--- src/rtl/garnet_reset_seq_if.sv ---
// rtl/garnet_reset_seq_if.sv - control/status bundle between a reset-sequence requester and garnet_reset_seq
interface garnet_reset_seq_if #(
  parameter int NUM_CH    = 4,
  parameter int CNT_WIDTH = 8,
  parameter int TO_WIDTH  = 16
);
  logic                 start;
  logic [CNT_WIDTH-1:0] pre_cycles;
  logic [CNT_WIDTH-1:0] assert_cycles;
  logic [CNT_WIDTH-1:0] stagger;
  logic                 interrupt;
  logic [TO_WIDTH-1:0]  to_cycles;
  logic [NUM_CH-1:0]    rst_out;
  logic                 busy;
  logic                 done;
  logic                 timeout;

  modport master (
    output start, pre_cycles, assert_cycles, stagger, interrupt, to_cycles,
    input  rst_out, busy, done, timeout
  );

  modport slave (
    input  start, pre_cycles, assert_cycles, stagger, interrupt, to_cycles,
    output rst_out, busy, done, timeout
  );
endinterface

--- src/rtl/garnet_reset_seq.sv ---
// rtl/garnet_reset_seq.sv - staggered multi-channel reset-pulse sequencer
// Optional interrupt watchdog compiled in with GARNET_RESET_SEQ_WATCHDOG_EN.
module garnet_reset_seq #(
  parameter int NUM_CH    = 4,
  parameter int CNT_WIDTH = 8,
  parameter int TO_WIDTH  = 16
) (
  input logic               clk,
  input logic               reset_n,
  garnet_reset_seq_if.slave bus
);
  // Wide enough for (NUM_CH-1)*stagger, so the release counter never wraps.
  localparam int RW = CNT_WIDTH + $clog2(NUM_CH);

  typedef enum logic [2:0] {
    IDLE,
    PRE,
    ASSERT,
    RELEASE,
    WAIT_IRQ,
    DONE
  } state_t;

  state_t               state, state_nxt;
  logic [CNT_WIDTH-1:0] cnt, cnt_nxt;
  logic [RW-1:0]        rel_cnt, rel_nxt;
  logic [CNT_WIDTH-1:0] pre_l, pre_nxt;
  logic [CNT_WIDTH-1:0] assert_l, assert_nxt;
  logic [CNT_WIDTH-1:0] stagger_l, stagger_nxt;
  logic [NUM_CH-1:0]    rst_q, rst_nxt;
  logic                 busy_q, busy_nxt;
  logic                 done_q, done_nxt;
  logic [CNT_WIDTH-1:0] assert_last;
  logic [RW-1:0]        rel_last;

`ifdef GARNET_RESET_SEQ_WATCHDOG_EN
  logic [TO_WIDTH-1:0]  to_l, to_nxt;
  logic [TO_WIDTH:0]    wd_cnt, wd_nxt, wd_inc;
  logic                 timeout_q, timeout_nxt;
`else
  logic                 unused_wd;
  assign unused_wd = ^{bus.interrupt, bus.to_cycles};
`endif

  // A zero assert length still produces a single-cycle pulse.
  assign assert_last = (assert_l == '0) ? '0 : assert_l - 1'b1;
  assign rel_last    = RW'(NUM_CH - 1) * RW'(stagger_l);

  always_comb begin
    state_nxt   = state;
    cnt_nxt     = cnt;
    rel_nxt     = rel_cnt;
    pre_nxt     = pre_l;
    assert_nxt  = assert_l;
    stagger_nxt = stagger_l;
`ifdef GARNET_RESET_SEQ_WATCHDOG_EN
    to_nxt      = to_l;
    wd_nxt      = wd_cnt;
    wd_inc      = wd_cnt + 1'b1;
    timeout_nxt = timeout_q;
`endif

    case (state)
      IDLE, DONE: begin
        if (bus.start) begin
          pre_nxt     = bus.pre_cycles;
          assert_nxt  = bus.assert_cycles;
          stagger_nxt = bus.stagger;
          cnt_nxt     = '0;
          rel_nxt     = '0;
`ifdef GARNET_RESET_SEQ_WATCHDOG_EN
          to_nxt      = bus.to_cycles;
          wd_nxt      = '0;
          timeout_nxt = 1'b0;
`endif
          state_nxt   = (bus.pre_cycles == '0) ? ASSERT : PRE;
        end
      end
      PRE: begin
        if (cnt == pre_l - 1'b1) begin
          cnt_nxt   = '0;
          state_nxt = ASSERT;
        end else begin
          cnt_nxt = cnt + 1'b1;
        end
      end
      ASSERT: begin
        if (cnt == assert_last) begin
          cnt_nxt   = '0;
          rel_nxt   = '0;
          state_nxt = RELEASE;
        end else begin
          cnt_nxt = cnt + 1'b1;
        end
      end
      RELEASE: begin
        if (rel_cnt == rel_last) begin
`ifdef GARNET_RESET_SEQ_WATCHDOG_EN
          wd_nxt    = '0;
          state_nxt = WAIT_IRQ;
`else
          state_nxt = DONE;
`endif
        end else begin
          rel_nxt = rel_cnt + 1'b1;
        end
      end
`ifdef GARNET_RESET_SEQ_WATCHDOG_EN
      WAIT_IRQ: begin
        // Interrupt has priority over an expiry in the same cycle.
        if (bus.interrupt) begin
          state_nxt = DONE;
        end else if (wd_inc >= {1'b0, to_l}) begin
          timeout_nxt = 1'b1;
          state_nxt   = DONE;
        end else begin
          wd_nxt = wd_inc;
        end
      end
`endif
      default: state_nxt = IDLE;
    endcase

    // Outputs are decoded from the next state so they register in step with it.
    rst_nxt = '0;
    if (state_nxt == ASSERT) begin
      rst_nxt = '1;
    end else if (state_nxt == RELEASE) begin
      for (int i = 0; i < NUM_CH; i++) begin
        rst_nxt[i] = (rel_nxt < RW'(i) * RW'(stagger_l));
      end
    end
    busy_nxt = (state_nxt == PRE) || (state_nxt == ASSERT) ||
               (state_nxt == RELEASE) || (state_nxt == WAIT_IRQ);
    done_nxt = (state_nxt == DONE) && (state != DONE);
  end

  always_ff @(posedge clk) begin
    if (!reset_n) begin
      state     <= IDLE;
      cnt       <= '0;
      rel_cnt   <= '0;
      pre_l     <= '0;
      assert_l  <= '0;
      stagger_l <= '0;
      rst_q     <= '0;
      busy_q    <= 1'b0;
      done_q    <= 1'b0;
`ifdef GARNET_RESET_SEQ_WATCHDOG_EN
      to_l      <= '0;
      wd_cnt    <= '0;
      timeout_q <= 1'b0;
`endif
    end else begin
      state     <= state_nxt;
      cnt       <= cnt_nxt;
      rel_cnt   <= rel_nxt;
      pre_l     <= pre_nxt;
      assert_l  <= assert_nxt;
      stagger_l <= stagger_nxt;
      rst_q     <= rst_nxt;
      busy_q    <= busy_nxt;
      done_q    <= done_nxt;
`ifdef GARNET_RESET_SEQ_WATCHDOG_EN
      to_l      <= to_nxt;
      wd_cnt    <= wd_nxt;
      timeout_q <= timeout_nxt;
`endif
    end
  end

  assign bus.rst_out = rst_q;
  assign bus.busy    = busy_q;
  assign bus.done    = done_q;
`ifdef GARNET_RESET_SEQ_WATCHDOG_EN
  assign bus.timeout = timeout_q;
`else
  assign bus.timeout = 1'b0;
`endif
endmodule

--- src/flat_wrapper.sv ---
// flat-port wrapper written by rule: the top's interface ports become plain ports
module garnet_reset_seq_flat 
#(
  parameter int NUM_CH    = 4,
  parameter int CNT_WIDTH = 8,
  parameter int TO_WIDTH  = 16
)
  (clk, reset_n, bus_start, bus_pre_cycles, bus_assert_cycles, bus_stagger, bus_interrupt, bus_to_cycles, bus_rst_out, bus_busy, bus_done, bus_timeout);
  garnet_reset_seq_if #(.NUM_CH(NUM_CH), .CNT_WIDTH(CNT_WIDTH), .TO_WIDTH(TO_WIDTH)) bus_i ();
  input logic clk;
  input logic reset_n;
  input wire logic [$bits(bus_i.start)-1:0] bus_start;
  input wire logic [$bits(bus_i.pre_cycles)-1:0] bus_pre_cycles;
  input wire logic [$bits(bus_i.assert_cycles)-1:0] bus_assert_cycles;
  input wire logic [$bits(bus_i.stagger)-1:0] bus_stagger;
  input wire logic [$bits(bus_i.interrupt)-1:0] bus_interrupt;
  input wire logic [$bits(bus_i.to_cycles)-1:0] bus_to_cycles;
  output wire logic [$bits(bus_i.rst_out)-1:0] bus_rst_out;
  output wire logic [$bits(bus_i.busy)-1:0] bus_busy;
  output wire logic [$bits(bus_i.done)-1:0] bus_done;
  output wire logic [$bits(bus_i.timeout)-1:0] bus_timeout;
  assign bus_i.start = bus_start;
  assign bus_i.pre_cycles = bus_pre_cycles;
  assign bus_i.assert_cycles = bus_assert_cycles;
  assign bus_i.stagger = bus_stagger;
  assign bus_i.interrupt = bus_interrupt;
  assign bus_i.to_cycles = bus_to_cycles;
  assign bus_rst_out = bus_i.rst_out;
  assign bus_busy = bus_i.busy;
  assign bus_done = bus_i.done;
  assign bus_timeout = bus_i.timeout;
  garnet_reset_seq #(.NUM_CH(NUM_CH), .CNT_WIDTH(CNT_WIDTH), .TO_WIDTH(TO_WIDTH)) u_core (.clk(clk), .reset_n(reset_n), .bus(bus_i));
endmodule
--- config.mk ---
export PLATFORM = sky130hd
export DESIGN_NAME = garnet_reset_seq_flat
export DESIGN_NICKNAME = d
export VERILOG_FILES = /design/src/rtl/garnet_reset_seq_if.sv /design/src/rtl/garnet_reset_seq.sv /design/src/flat_wrapper.sv
export SDC_FILE = /design/constraint.sdc
export NUM_CORES = 1
export LEC_CHECK = 0
export ABC_CLOCK_PERIOD_IN_PS = 5900
export CAP_MARGIN = 10
export CORE_ASPECT_RATIO = 1.2
export CORE_MARGIN = 2
export CORE_UTILIZATION = 23
export CTS_CLUSTER_SIZE = 25
export DETAILED_ROUTE_END_ITERATION = 6
export GPL_ROUTABILITY_DRIVEN = 0
export PLACE_DENSITY = 0.4
export SLEW_MARGIN = 10
export SYNTH_ARGS = -nofsm -noshare
export SYNTH_HDL_FRONTEND = slang
export SYNTH_SLANG_ARGS = --single-unit
--- constraint.sdc ---
create_clock -name clk -period 5.9 [get_ports clk]
set_input_delay 1.77 -clock clk [delete_from_list [all_inputs] [get_ports clk]]
set_output_delay 1.77 -clock clk [all_outputs]
set_load 0.05 [all_outputs]
# ---- Yosys cells after proc, flatten, opt, wreduce, memory -nomap -nowiden
# Cells that the tools add are included.
dict set report totals {
  reg_bits 51
  input_bits 44
  out_inout_bits 7
  word_cells 60
}
dict set report classes {
  addsub 4
  mul 1
  order_cmp 4
  n_eq_ne 14
  muxes 17
  n_reduce_logical 11
}
# op count
set ops {}
lappend ops {{2-to-1 mux 8 bit} 4}
lappend ops {{2-to-1 mux 10 bit} 3}
lappend ops {{one-hot mux 10 bit (3 select lines)} 1}
lappend ops {{one-hot mux 8 bit (3 select lines)} 1}
lappend ops {{equality test 8 bit} 2}
lappend ops {{zero test 8 bit} 2}
lappend ops {{subtractor 8 x 1 -> 8 bit, second input constant} 2}
lappend ops {{equality test 3 x 2 -> 1 bit, second input constant} 4}
lappend ops {{2-to-1 mux 3 bit} 4}
lappend ops {{one-hot mux 3 bit (4 select lines)} 1}
lappend ops {{adder 10 x 1 -> 10 bit, second input constant} 1}
lappend ops {{equality test 10 bit} 1}
lappend ops {{less-than comparator 10 x 1 -> 1 bit, second input constant} 1}
lappend ops {{less-than comparator 10 bit} 1}
lappend ops {{less-than comparator 10 x 8 -> 1 bit} 1}
lappend ops {{less-than comparator 10 x 9 -> 1 bit} 1}
lappend ops {{multiplier 2 x 8 -> 10 bit, first input constant} 1}
lappend ops {{equality test 3 bit, second input constant} 3}
lappend ops {{adder 8 x 1 -> 8 bit, second input constant} 1}
lappend ops {{2-to-1 mux 4 bit} 2}
lappend ops {{equality test 3 x 1 -> 1 bit, second input constant} 2}
lappend ops {{AND reduction 2 bit} 2}
lappend ops {{zero test 3 bit} 1}
lappend ops {{logical OR 1 bit} 3}
lappend ops {{other kinds (6)} 6}

# ---- Logic depth before layout (Yosys ltp)
# Gate-level depths: netlist (run 1).
dict set report logic_depth {
  ltp_word 9
  mapped_depth 22
}

# ---- Worst setup path after synthesis (run 1)
# OpenSTA, ideal clock, no wires.
dict set report synth_timing {
  path_type {register -> register}
  startpoint {register u_core.stagger_l[0]}
  endpoint {register u_core.rst_q[3] (netlist: u_core.bus.rst_out[3])}
  arrival_time_ps 4729
  required_ps 5840
  setup_slack_ps 1111
  stages_incl_launch_ff 22
  synth_period_minus_slack_ps 4789
  path_cell_list {dfxtp_1 ha_1 inv_1 fa_1 nand2b_1 a21oi_2 nand4bb_1 a311o_1 or4b_4 a211oi_4 o21ai_1 o21ai_1 ha_1 a21o_1 a21o_1 a21o_1 a21o_1 a21o_1 a21o_1 a21oi_1 o211a_1 a311o_1}
}
dict set report synth_between {
  elab_chain_len 7
  word_cells_on_any_way 11
  cone_classes {1 x mul; 1 x order compare; 3 x eq/ne; 6 x mux}
}
# element line_no
set synth_lines {}
lappend synth_lines {{start, declared} garnet_reset_seq.sv:29} ;# logic [CNT_WIDTH-1:0] stagger_l, stagger_nxt;
lappend synth_lines {{start signal, assigned} garnet_reset_seq.sv:160} ;# stagger_l <= stagger_nxt;
lappend synth_lines {{multiplier 2 x 8 -> 10 bit} garnet_reset_seq.sv:47} ;# assign rel_last = RW'(NUM_CH - 1) * RW'(stagger_l);
lappend synth_lines {{equality test 10 bit} garnet_reset_seq.sv:97} ;# if (rel_cnt == rel_last) begin
lappend synth_lines {{2-to-1 mux 10 bit} garnet_reset_seq.sv:97}
lappend synth_lines {{one-hot mux 10 bit (3 select lines)} garnet_reset_seq.sv:63} ;# case (state)
lappend synth_lines {{via u_core.rel_nxt[3]} garnet_reset_seq.sv:26} ;# logic [RW-1:0] rel_cnt, rel_nxt;
lappend synth_lines {{less-than comparator 10 bit} garnet_reset_seq.sv:130} ;# rst_nxt[i] = (rel_nxt < RW'(i) * RW'(stagger_l));
lappend synth_lines {{2-to-1 mux 4 bit} garnet_reset_seq.sv:128} ;# end else if (state_nxt == RELEASE) begin
lappend synth_lines {{2-to-1 mux 4 bit} garnet_reset_seq.sv:126} ;# if (state_nxt == ASSERT) begin
lappend synth_lines {{end signal, assigned} garnet_reset_seq.sv:161} ;# rst_q <= rst_nxt;
lappend synth_lines {{end, declared} garnet_reset_seq.sv:30} ;# logic [NUM_CH-1:0] rst_q, rst_nxt;
# The timed path passes the listed nets, and every way through them passes these cells.
# A chain may end at the register's enable or synchronous reset.

# ---- Worst setup path after layout (run 1)
dict set report layout_timing {
  startpoint {register u_core.stagger_l[1]}
  endpoint {register u_core.rst_q[3] (netlist: u_core.bus.rst_out[3])}
}
# The elaborated chain is that of the path after synthesis.

==> results.md, run 1 <==
- Outcome: complete, no violations
- Clk_skew: 0.00603 ns
- Synth async-reset ratio: 0%
- Most frequent cells after synthesis: nand2_1 (84), a21oi_1 (55), dfxtp_1 (51), ha_1 (35), nor2_1 (33)
- First drt pass iteration count: 4
- Overall routing resource usage: 13.3%
- CTS tree: done
- Worst Reg-to-Reg Cells: 21
- Bufs on Longest Clock Path: 2
- CP Capture Type: register
- Initial Utilization: 23.5%
- Number of fill cells in the layout: 1895
- Final Util: 27.3%
- Sequential cell area: 1020 µm²
- Fin. Hold Viols: 0
- Period utilization: 88.9%
- Vias in the first global route: 3790
- Port Buffer Count: 32
- Share of cells above drive strength 1: 5.49%
- Power per cell area: 185 nW/µm²
- Avg WL per Cell: 15.5 µm
- DRC: 0
- DP Wirelength: 9700 µm
- Via count: between 3000 and 4000
- H-tree depth: 2
- Dpl cell area: 4650 µm²
- First-pass GRT wire length: a little over 20000 µm
- NumNets Final: 644
- RSZ-0062 raised after global routing: no
- Max IR drop VDD: 0.000110 V
- Worst r2r src: u_core.stagger_l[1]
- Post-Synthesis Cell Area: around 4100 µm²
- Cells along the critical path: ha_1 -> inv_1 -> fa_1 -> nand2b_1 -> a21oi_2 -> nand4bb_1 -> a311o_1 -> or4b_4 -> a211oi_4 -> buf_4 -> o21ai_1 -> o21ai_1 -> ha_1 -> a21o_1 -> a21o_1 -> a21o_1 -> a21o_1 -> a21o_1 -> a21oi_1 -> o211a_1 -> a311o_1
- Slew HR: a little under a third
- Crit path max-delay cell type: or4b_4
- Post-Syn Instances: 547
- Lkg Pwr: between 1.5 and 2 nW
- Antenna Nets Post-Route: 0
- PostCTS Resize Cnt: 0
- Syn. warnings: 0
- DP Worst Slack: around 0.56 ns
- CTS Buf Count: 5
- Worst setup margin: 0.654 ns
- CP startpoint: u_core.stagger_l[1]
- Fin. max-slew vios: 0
- Cell with the most instances on the worst path: a21o_1
- Achievable frequency: around 190 MHz
- Main synth FF type: dfxtp_1
- Setup bufs post-CTS: 0
- Setup slack, reg-to-reg: 0.65 ns
- Core ar.: approximately 18000 µm²
- Initial antenna violation count: 0
- Total routed wirelength: 12200 µm
- Design area: 4800 µm²
- # clock sinks: 51
- I/O pin count: 51
- DR vias/cell: 4.96
- FP Rows: 53
- Die footprint: between 15000 and 20000 µm²
- Setup crit end: u_core.bus.rst_out[3]
- Syn Area/Cell: around 7.5 µm²
- DRT iter0 DRCs: 193
- CTS root buf: clkbuf_16
- Final setup violation count: 0
- Kind of critical path: register to register
- Final min period: 5.25 ns
- Post-synth EDFFs: 0
- Worst hold slack: 0.479 ns
- CTS Hold Bufs: 0
- Multi-input logic area: just under 3000 µm²
- Netlist cell types: 77
- Post-synthesis sequential area ratio: 24.7%
- WP data required: 6.14 ns
- Die width: approximately 130 µm
- Critical Path Start Type: register
- Synth area leader: dfxtp_1
- Worst hold path type: register to register
- Max stage delay on crit path: 0.59 ns
- Clk pin slew, worst setup/hold paths: approximately 0.07 ns
- Syn Nets: between 600 and 700
- Gr ovfl total: 0
- Area delta synth->final: 16.3%
- Hold Path Cell Cnt: 2
- Max Cap Violations: 0
- Clk Latency, worst-skew pair: 0.29 ns
- Synth top area share: 24.7%
- Synthesized flop and latch total: 51
- Most frequent cell after synthesis: nand2_1
- Worst path arrival time: 5.49 ns
- Pin count of the biggest net entering global routing: 25
- Measured slew at the worst slew-check pin: 1.05 ns
- Top post-synthesis cells by area: dfxtp_1 (25%), ha_1 (11%), nand2_1 (7.6%)
- Fin Setup TNS: 0 ns
- Die Y: 151 µm
- Reg-to-reg endpoint: u_core.bus.rst_out[3]
- Worst-path maximum fanout: 8
- N_diodes: 0
-- final cells by class --
class	instances	share of cell area (%)
clock buffer	5	2.61
clock inverter	3	0.469
inverter	27	2.11
multi-input combinational	440	60.1
sequential	51	21.3
tap	220	5.73
timing repair buffer	39	7.76
-- layer usage --
metal  global-route usage, %  up-vias  part of all wire (%)
met2                    25.2       48                    54
li1                        -     1993                     -
met4                    4.95        0                   2.7
met3                    1.52       16                   1.9
met5                       0        -                     0
met1                    15.2     1835                    41
-- critical path: cells and delay by family (launching register included) --
family,cells,cell delay (ns)
AO/OA/AOI/OAI,13,2.69
buffers and inverters,2,0.26
AND/OR/NAND/NOR,3,0.91
flip-flops,1,0.40
adder cells (fa/ha/maj),3,0.94
-- flip-flops by register name, indices dropped and copies added, names as in the netlist --
register,count
u_core.rel_cnt,10
u_core.cnt,8
u_core.state,3
u_core.pre_l,8
u_core.assert_l,8
u_core.bus.done,1
u_core.bus.rst_out,4
u_core.bus.busy,1
u_core.stagger_l,8
-- layout by cell type, fill, tap and decap left out, drive strengths merged, types with 18 or more instances in the layout --
master         count
clkdlybuf4s50     32
nand2             84
o21ai             18
ha                35
inv               28
dfxtp             51
nor2              34
nor3              19
a21oi             56
-- logic make-up after synthesis --
family	synth area share, %
other	0.0908
buffers and inverters	5.42
XOR/XNOR	6.24
flip-flops	24.7
adder cells (fa/ha/maj)	11.1
multiplexers	0.273
AND/OR/NAND/NOR	28.4
AO/OA/AOI/OAI	23.8
-- how the worst min path moves through the flow --
stage | startpoint | end | slack, ns
CTS | u_core.pre_l[7] | u_core.pre_l[7] | 0.49
global route | u_core.pre_l[6] | u_core.pre_l[6] | 0.53
global placement | u_core.pre_l[7] | u_core.pre_l[7] | 0.47
detailed placement | u_core.pre_l[7] | u_core.pre_l[7] | 0.48
floorplan | u_core.pre_l[7] | u_core.pre_l[7] | 0.45
finish | u_core.pre_l[7] | u_core.pre_l[7] | 0.48
-- per-stage QoR --
stage	instances	total power, W
global route	785	0.000948
detailed placement	777	0.000604
CTS	785	0.000907
global placement	777	0.000601
finish	785	0.000890
floorplan	547	0.000531
-- report_power, final --
part	total, W	internal (W)	switching (W)
Sequential	0.000377	0.000356	0.0000207
Clock	0.000296	0.000160	0.000137
Combinational	0.000216	0.0000962	0.000120
Note: power is estimated with default switching activity, not from simulation.
==> run 2: changes to the inputs <==
Settings changed: MAX_ROUTING_LAYER set to met4.
==> run 2 against run 1 <==
Net effect:
- final area unchanged
- worst setup slack worse by 0.010 ns
- clock skew rose by 0.0021 ns
- total power about the same
- hold slack better by 0.0020 ns
- global-route usage up 0.38 points
- flip-flop and latch count did not move
- critical path type unchanged
- sequential power about the same
- combinational power hardly changed
- clock-buffer cell count is the same
- non-clock buffer count unchanged
==> results.md, run 2 (synthesized netlist as in run 1, its figures left out) <==
- Met1 usage: 15.1% (-0.13 points)
- Initial Utilization: 23.5% (unchanged)
- Clk_skew: 0.00809 ns (+0.00207 ns)
- DRT iter0 DRCs: 197 (+2.1%)
- Antenna Nets Post-Route: 0 (unchanged)
- Period utilization: 89.1% (+0.18 points)
- First drt pass iteration count: 6 (+2)
- GR peak layer: met2
- GR Util met3: 1.52% (unchanged)
- Via count: 3902 (+0.26%)
- Hold Path Cell Cnt: 2 (unchanged)
- Clk Latency, worst-skew pair: 0.30 ns (about the same)
- Worst hold path type: register to register
- Slew HR: 29.6% (-0.51 points)
- Total routed wirelength: 12200 µm (+0.34%)
- Port Buffer Count: 32 (unchanged)
- DP Worst Slack: 0.557 ns (unchanged)
- Fin. max-slew vios: 0 (unchanged)
- Gr ovfl total: 0 (unchanged)
- Worst setup margin: 0.644 ns (-0.0104 ns)
- Max stage delay on crit path: 0.58 ns (about the same)
- Bufs on Longest Clock Path: 2 (unchanged)
- Outcome: complete, no violations
- WP data required: 6.14 ns (about the same)
- Kind of critical path: register to register
- Area delta synth->final: 16.3% (unchanged)
- Crit path max-delay cell type: or4b_4
- Share of cells above drive strength 1: 5.49% (unchanged)
- Setup bufs post-CTS: 0 (unchanged)
- Initial antenna violation count: 0 (unchanged)
- Fin. Hold Viols: 0 (unchanged)
- Power per cell area: 185 nW/µm² (about the same)
- Vias in the first global route: 3790 (unchanged)
- DP Wirelength: 9700 µm (unchanged)
- Worst path arrival time: 5.50 ns (about the same)
- Power, Total: 0.000890 W (about the same)
- I/O pin count: 51 (unchanged)
- Max Cap Violations: 0 (unchanged)
- Die Y: 151 µm (unchanged)
- Final min period: 5.26 ns (+0.0104 ns)
- Multi-input logic area: 2880 µm² (unchanged)
- Achievable frequency: 190 MHz (-0.20%)
- CP Capture Type: register
- Overall routing resource usage: 13.6% (+0.38 points)
- Clk pin slew, worst setup/hold paths: 0.07 ns (about the same)
- NumNets Final: 644 (unchanged)
- First-pass GRT wire length: 20100 µm (about the same)
- Commonest cells after routing, fill and taps aside: nand2_1 (84), a21oi_1 (55), dfxtp_1 (51)
- Core ar.: 17600 µm² (unchanged)
- Cells along the critical path: ha_1 -> inv_1 -> fa_1 -> nand2b_1 -> a21oi_2 -> nand4bb_1 -> a311o_1 -> or4b_4 -> a211oi_4 -> buf_4 -> o21ai_1 -> o21ai_1 -> ha_1 -> a21o_1 -> a21o_1 -> a21o_1 -> a21o_1 -> a21o_1 -> a21oi_1 -> o211a_1 -> a311o_1
- Final setup violation count: 0 (unchanged)
- Pin count of the biggest net entering global routing: 25 (unchanged)
- RSZ-0062 raised after global routing: no
- FP Rows: 53 (unchanged)
- DR vias/cell: 4.97 (+0.26%)
- Die footprint: 19000 µm² (unchanged)
- N_diodes: 0 (unchanged)
- Critical Path Start Type: register
- CTS Buf Count: 5 (unchanged)
- Worst r2r src: u_core.stagger_l[1]
- CP delay by family, top: compound AO/OA/AOI/OAI gates
- Setup slack, reg-to-reg: 0.64 ns (about the same)
- CTS Hold Bufs: 0 (unchanged)
- Max IR drop VDD: 0.000109 V (-0.13%)
- CTS tree: done
- Hold EP: u_core.pre_l[7]
- # clock sinks: 51 (unchanged)
- H-tree depth: 2 (unchanged)
- Leading cell type in the layout, fill and taps excluded: nand2_1
- Fin Setup TNS: 0 ns (unchanged)
- Lkg Pwr: 1.91 nW (unchanged)
- Measured slew at the worst slew-check pin: 1.05 ns (+0.00766 ns)
- Number of flip-flops in the largest register: 10 (unchanged)
- Worst Reg-to-Reg Cells: 21 (unchanged)
- PostCTS Resize Cnt: 0 (unchanged)
- Sequential cell area: 1020 µm² (unchanged)
- DRC: 0 (unchanged)
- M2 GR Usage: 25.3% (+0.16 points)
- Worst-path maximum fanout: 8 (unchanged)
- Number of buffers and inverters on the critical path: 2 (unchanged)
- Number of fill cells in the layout: 1895 (unchanged)
- Cell with the most instances on the worst path: a21o_1
- CTS root buf: clkbuf_16
- Reg with most FFs: u_core.rel_cnt
- Reg-to-reg endpoint: u_core.bus.rst_out[3]
- Die width: 126 µm (unchanged)
- HP Start: u_core.pre_l[7]
- Avg WL per Cell: 15.5 µm (+0.34%)
[run 2: power by group]
| group | internal (W) | switching (W) |
|---|---|---|
| combinational | 0.0000962 | 0.000120 |
| clock | 0.000160 | 0.000137 |
| sequential | 0.000356 | 0.0000208 |
[run 2: worst register-to-register path, stage by stage (launching register included)]
cell	delay, ns
dfxtp_1	0.40
ha_1	0.22
inv_1	0.06
fa_1	0.39
nand2b_1	0.18
a21oi_2	0.32
nand4bb_1	0.14
a311o_1	0.41
or4b_4	0.58
a211oi_4	0.28
buf_4	0.20
o21ai_1	0.08
o21ai_1	0.24
ha_1	0.33
a21o_1	0.16
a21o_1	0.16
a21o_1	0.19
a21o_1	0.18
a21o_1	0.17
a21oi_1	0.21
o211a_1	0.19
a311o_1	0.10
[run 2: stage by stage]
step	hold WS, ns	std cells	utilization, %	area, µm²
2_1_floorplan	0.448	547	-	4130
3_3_place_gp	0.469	777	26.5	4650
3_5_place_dp	0.478	777	26.5	4650
4_1_cts	0.488	785	27.3	4800
5_1_grt	0.529	785	27.3	4800
6_report	0.481	785	27.3	4800
[run 2: routing by layer]
| metal | vias up | share of wire [%] |
|---|---|---|
| met5 | - | 0 |
| met4 | 0 | 2.7 |
| met3 | 17 | 2.1 |
| met2 | 50 | 54 |
| met1 | 1842 | 41 |
| li1 | 1993 | - |
[run 2: how the worst max path moves through the flow]
stage,start,to,slack [ns],cells after the start
CTS,u_core.stagger_l[1],u_core.bus.rst_out[3],0.65,21
detailed placement,bus_start,u_core.bus.rst_out[3],0.56,15
floorplan,u_core.stagger_l[0],u_core.bus.rst_out[3],1.11,21
finish,u_core.stagger_l[1],u_core.bus.rst_out[3],0.64,21
global route,u_core.stagger_l[1],u_core.bus.rst_out[3],0.34,21
global placement,bus_start,u_core.bus.rst_out[3],0.57,15
[run 2: cell type report]
cell class                 instances  share of cell area [%]
clock buffer                       5                    2.61
clock inverter                     3                   0.469
inverter                          27                    2.11
multi-input combinational        440                    60.1
sequential                        51                    21.3
tap                              220                    5.73
timing repair buffer              39                    7.76
